--- config.mk ---
export PLATFORM = sky130hd
export DESIGN_NAME = shift_issue
export DESIGN_NICKNAME = d
export VERILOG_FILES = /design/src/rtl/shift_pkg.sv /design/src/rtl/shift_skid_buf.sv /design/src/rtl/shift_issue.sv
export SDC_FILE = /design/constraint.sdc
export NUM_CORES = 1
export LEC_CHECK = 0
export BUFFER_PORTS_ARGS = -buffer_cell sky130_fd_sc_hd__buf_2
export CORE_MARGIN = 5
export CORE_UTILIZATION = 44
export DETAILED_ROUTE_END_ITERATION = 6
export PLACE_DENSITY = 0.76
export SETUP_SLACK_MARGIN = 0.2
export SYNTH_ARGS = -nofsm -noshare
export SYNTH_HDL_FRONTEND = slang
export SYNTH_SLANG_ARGS = --single-unit
--- constraint.sdc ---
create_clock -name clk -period 1.46 [get_ports clk]
set_input_delay 0.365 -clock clk [delete_from_list [all_inputs] [get_ports clk]]
set_output_delay 0.365 -clock clk [all_outputs]
set_load 0.03 [all_outputs]
--- src/rtl/shift_pkg.sv ---
// Shared types for the shift operand-issue stage: funct codes, shifter ctrl
// encodings, skid-buffer state enum and the issued payload layout.
package shift_pkg;

  localparam int PAY_DATA_W = 32;
  localparam int PAY_RD_W   = 5;

  localparam logic [5:0] F_SLL  = 6'b000000;
  localparam logic [5:0] F_SRL  = 6'b000010;
  localparam logic [5:0] F_SRA  = 6'b000011;
  localparam logic [5:0] F_SLLV = 6'b000100;
  localparam logic [5:0] F_SRLV = 6'b000110;
  localparam logic [5:0] F_SRAV = 6'b000111;

  localparam logic [1:0] SH_SLL  = 2'b00;
  localparam logic [1:0] SH_SRL  = 2'b01;
  localparam logic [1:0] SH_PASS = 2'b10;
  localparam logic [1:0] SH_SRA  = 2'b11;

  typedef enum logic [1:0] {
    ST_EMPTY = 2'd0,
    ST_ONE   = 2'd1,
    ST_FULL  = 2'd2
  } skid_state_e;

  typedef struct packed {
    logic [PAY_DATA_W-1:0] a;
    logic [PAY_DATA_W-1:0] b;
    logic [1:0]            ctrl;
    logic [PAY_RD_W-1:0]   rd;
    logic                  illegal;
  } shift_payload_t;

endpackage

--- src/rtl/shift_skid_buf.sv ---
// Generic 2-entry valid/ready skid buffer. in_ready is registered so it never
// depends combinationally on out_ready; it stays low while reset is asserted.
module shift_skid_buf
  import shift_pkg::*;
#(
  parameter int W = 8
) (
  input  logic         clk,
  input  logic         rst_n,
  input  logic         in_valid,
  output logic         in_ready,
  input  logic [W-1:0] in_data,
  output logic         out_valid,
  input  logic         out_ready,
  output logic [W-1:0] out_data
);

  skid_state_e  state_q, state_d;
  logic [W-1:0] main_q, skid_q;
  logic         rdy_q;
  logic         in_xfer, out_xfer;
  logic         load_main, load_skid, skid_to_main;

  assign in_ready  = rdy_q;
  assign out_valid = (state_q != ST_EMPTY);
  assign out_data  = main_q;
  assign in_xfer   = in_valid && rdy_q;
  assign out_xfer  = out_valid && out_ready;

  always_comb begin
    state_d      = state_q;
    load_main    = 1'b0;
    load_skid    = 1'b0;
    skid_to_main = 1'b0;
    case (state_q)
      ST_EMPTY: if (in_xfer) begin
        load_main = 1'b1;
        state_d   = ST_ONE;
      end
      ST_ONE: begin
        if (in_xfer && out_xfer) begin
          load_main = 1'b1;
        end else if (in_xfer) begin
          load_skid = 1'b1;
          state_d   = ST_FULL;
        end else if (out_xfer) begin
          state_d   = ST_EMPTY;
        end
      end
      ST_FULL: if (out_xfer) begin
        skid_to_main = 1'b1;
        state_d      = ST_ONE;
      end
      default: state_d = ST_EMPTY;
    endcase
  end

  // rdy_q mirrors (state != FULL) one edge ahead, so it equals the decoded
  // state after every edge but still reads 0 during reset.
  always_ff @(posedge clk or negedge rst_n) begin
    if (!rst_n) begin
      state_q <= ST_EMPTY;
      main_q  <= '0;
      skid_q  <= '0;
      rdy_q   <= 1'b0;
    end else begin
      state_q <= state_d;
      rdy_q   <= (state_d != ST_FULL);
      if (load_main)         main_q <= in_data;
      else if (skid_to_main) main_q <= skid_q;
      if (load_skid)         skid_q <= in_data;
    end
  end

endmodule

--- src/rtl/shift_issue.sv ---
// Shift operand-issue stage: decodes R-type shift funct into shifter A/B/ctrl
// and issues through a skid buffer. Option: SHIFT_ISSUE_R0_SQUASH_EN drops legal rd==0.
module shift_issue
  import shift_pkg::*;
#(
  parameter int DATA_W = 32,
  parameter int RD_W   = 5
) (
  input  logic              clk,
  input  logic              rst_n,
  input  logic              in_valid,
  output logic              in_ready,
  input  logic [5:0]        in_funct,
  input  logic [4:0]        in_shamt,
  input  logic [DATA_W-1:0] in_rs,
  input  logic [DATA_W-1:0] in_rt,
  input  logic [RD_W-1:0]   in_rd,
  output logic              out_valid,
  input  logic              out_ready,
  output logic [DATA_W-1:0] out_a,
  output logic [DATA_W-1:0] out_b,
  output logic [1:0]        out_ctrl,
  output logic [RD_W-1:0]   out_rd,
  output logic              out_illegal
);

  shift_payload_t dec, pay;
  logic           squash, buf_in_valid;

  always_comb begin
    dec         = '0;
    dec.b       = in_rt;
    dec.rd      = in_rd;
    dec.ctrl    = SH_PASS;
    dec.illegal = 1'b1;
    case (in_funct)
      F_SLL:  begin dec.ctrl = SH_SLL; dec.a = {27'b0, in_shamt};  dec.illegal = 1'b0; end
      F_SRL:  begin dec.ctrl = SH_SRL; dec.a = {27'b0, in_shamt};  dec.illegal = 1'b0; end
      F_SRA:  begin dec.ctrl = SH_SRA; dec.a = {27'b0, in_shamt};  dec.illegal = 1'b0; end
      F_SLLV: begin dec.ctrl = SH_SLL; dec.a = {27'b0, in_rs[4:0]}; dec.illegal = 1'b0; end
      F_SRLV: begin dec.ctrl = SH_SRL; dec.a = {27'b0, in_rs[4:0]}; dec.illegal = 1'b0; end
      F_SRAV: begin dec.ctrl = SH_SRA; dec.a = {27'b0, in_rs[4:0]}; dec.illegal = 1'b0; end
      default: ;
    endcase
  end

  // A squashed instruction still handshakes upstream but never enters the buffer.
`ifdef SHIFT_ISSUE_R0_SQUASH_EN
  assign squash = !dec.illegal && (in_rd == '0);
`else
  assign squash = 1'b0;
`endif
  assign buf_in_valid = in_valid && !squash;

  shift_skid_buf #(.W($bits(shift_payload_t))) u_skid (
    .clk       (clk),
    .rst_n     (rst_n),
    .in_valid  (buf_in_valid),
    .in_ready  (in_ready),
    .in_data   (dec),
    .out_valid (out_valid),
    .out_ready (out_ready),
    .out_data  (pay)
  );

  assign out_a       = pay.a;
  assign out_b       = pay.b;
  assign out_ctrl    = pay.ctrl;
  assign out_rd      = pay.rd;
  assign out_illegal = pay.illegal;

endmodule
==> flow_summary_export.csv <==
group,metric,value,unit
global_route,overflow,0,
detailed_routing,wl_met3,639,um
sta,fin_setup_tns,-13780,ps
run_status,status,"complete, but fails checks",
layout,mostFrequentLayoutCells,"92 x dfrtp_1, 69 x buf_6, 55 x buf_2, 54 x buf_4, 39 x a221o_1",
placement,placement.io_buffers,103,
detailed_routing,wl_met2,6080,um
global_route,via_count_of_the_first_global_routing_pass,3405,
layout,area_growth_syn_to_layout,59.0,%
cts,clkTransAtPathRegs,90,ps
logic_synthesis,syn_inst,309,
detailed_routing,detail_route.drc_violations,0,
setup_path,cp.required,1690,ps
placement,detailedPlacementHpwl,6470,um
setup_path,reg2regPathDepth,6,
global_route,maximum_number_of_pins_on_one_net_before_global_route_repair,31,
detailed_routing,dr_total_vias,3229,
cts,clkSinkCount,93,
sta,layout_min_cycle_time,1670,ps
layout,finish.instance_area,6570,sq um
logic_synthesis,cell_accounting_for_the_most_synthesized_area,"dfrtp_1",
cts,clock_insertion_delay_worst_skew,350,ps
pwr,vdd.ir_drop.worst,0.987,mV
die,num_rows,35,
cts,tritoncts_clock_tree,"done",
logic_synthesis,post_synth.cell_area_avg,13.4,sq um
sta,hold_ws,258,ps
layout,insertedDiodeCount,0,
logic_synthesis,synth.distinct_cells,26,
sta,setup-violations-final,93,
run_status,failed_checks,"setup timing",
layout,final_cells,624,
logic_synthesis,ys_top_cells_by_area,"dfrtp_1 56%, mux2_2 13%, a221o_1 9.4%",
detailed_routing,wirelength,11900,um
sta,rsz0062_at_grt,"true",
placement,finalWeightedCongestion,0.739,
global_route,global_route.usage.total,0.205,
die,die_height,107,um
pwr,leakage,3.18,nW
logic_synthesis,synth-seq-area-share,0.563,
sta,postLayoutSetupSlackWorst,-214,ps
detailed_routing,first_iter_violations,131,
sta,hold_viol_final,0,
layout,mostFrequentLayoutCell,"dfrtp_1",
sta,clock-skew-final,9.27,ps
die,top_level_ports,158,
logic_synthesis,ys.warnings.count,0,
global_route,number_of_antenna_violations_at_the_first_check_in_global_routing,0,
detailed_routing,met1Wirelength,4950,um
detailed_routing,antenna_left,0,
die,floorplan.initialDensity,0.449,
logic_synthesis,post_synthesis_cell_area,4130,sq um
detailed_routing,dr.max_layer_used,"met4",
pwr,totalPowerFinal,13.2,mW
sta,fmax,597,MHz
layout,nNetsFinal,592,
layout,drive_gt1_frac,0.579,
worst_hold_path,worstHoldPathType,"primary input to register",
cts,level_count_of_the_clock_h_tree,3,
job,timing.max_cap.violations,0,
placement,placement.setup.worst_slack,-505,ps
die,overall_die_area,11400,sq um
die,floorplan.die.width,107,um
logic_synthesis,yosysTopAreaCellShare,0.563,
pwr,pwr_density_cell,2020,nW/um^2
detailed_routing,first_pass_iters,4,
setup_path,crit_path_start_kind,"register",
worst_hold_path,cell_count_of_the_worst_hold_path,2,
placement,post_dp_cell_area,4870,sq um
placement,place_inst,528,
cts,cts.root.buffer_cell,"clkbuf_8",
cts,cts-buffers-inserted,9,
detailed_routing,via_per_inst,5.17,
cts,clockBufferDepth,2,
layout,final_util,0.714,
setup_path,criticalPathCategory,"register to register",
setup_path,cp_max_fo,6,
sta,fin_crit_sh,1.15,
die,core_region_area,9200,sq um
global_route,first_pass_grt_wire_length,18100,um
sta,slew_violations,0,
setup_path,worst_path_arrival,1900,ps
setup_path,crit_path_end_kind,"register",
detailed_routing,avgRoutedWirePerCell,19.0,um
logic_synthesis,synth-seq-cells,93,
cell families after synthesis:
logic type / Yosys count / synth area share
compound gates: 42 / 0.0993
buf+inv: 50 / 0.0799
flops: 93 / 0.563
mux: 63 / 0.167
other cells: 1 / 0.000908
simple gates: 60 / 0.0896
area by class of cell:
cell class	count	area, sq um
Timing Repair Buffer	205	2050
Inverter	5	18.8
Sequential cell	93	2330
Clock buffer	13	159
Fill cell	602	2630
Clock inverter	3	43.8
Tap cell	111	139
Multi-Input combinational cell	194	1830
synthesized netlist by cell type:
master and number:
or2_2 2, a21oi_2 1, a21oi_1 1, and3b_1 2, nand3_1 4, buf_2 9, and2_1 40, mux2i_1 16
buf_4 31, mux2_2 47, buf_6 2, and3_1 1, conb_1 1, nor2_1 1, dfrtp_1 93, nor3_1 2
nor3b_1 1, a221o_1 39, nor3_2 1, nor4_1 1, clkbuf_1 3, inv_1 5, nand2b_1 2, nor2b_1 1
o22ai_1 1, nand2_1 2
worst max-delay path, cell delays in order, from the launching register on:
cell and delay (ps):
dfrtp_1 430, and3b_2 290, buf_12 170, buf_12 120, buf_16 120, and2_4 150, a221o_1 270
metal layers:
layer,vias up,GRT usage
li1,1470,-
met4,0,0.0694
met2,113,0.345
met5,-,0
met3,16,0.0355
met1,1630,0.268
power by group:
part | switching (mW) | internal (mW)
registers | 0.763 | 3.72
clock network | 0.867 | 0.889
logic | 3.02 | 3.98
total | 4.65 | 8.60
flip-flops by register name, summed over array words and instances, names as in the netlist:
| register | cells |
|---|---|
| u_skid.out_data | 45 |
| u_skid.skid_q | 45 |
| u_skid.state_q | 2 |
| u_skid.in_ready | 1 |
path summary, 6_finish.rpt:
path	startpoint	end	slack [ps]
setup / recovery	u_skid.state_q[1]	u_skid.out_data[30]	-210
hold / removal	in_rt[12]	u_skid.out_data[20]	260
setup reg to reg	u_skid.state_q[1]	u_skid.out_data[30]	-210
hold reg to reg	u_skid.skid_q[31]	u_skid.skid_q[31]	510
max in group asynchronous	rst_n	u_skid.skid_q[26]	450
min in group asynchronous	rst_n	u_skid.out_data[31]	490
timing repair:
item                                   in CTS  in global routing
buffers inserted                           54                 12
endpoints found under the hold margin      27                  0
pin swaps                                  22                  7
gates cloned                               13                  0
hold buffers                                1                  0
gates resized for setup                   178                 16
setup endpoints to repair                 139                140
Note: power is estimated with default switching activity, not from simulation.
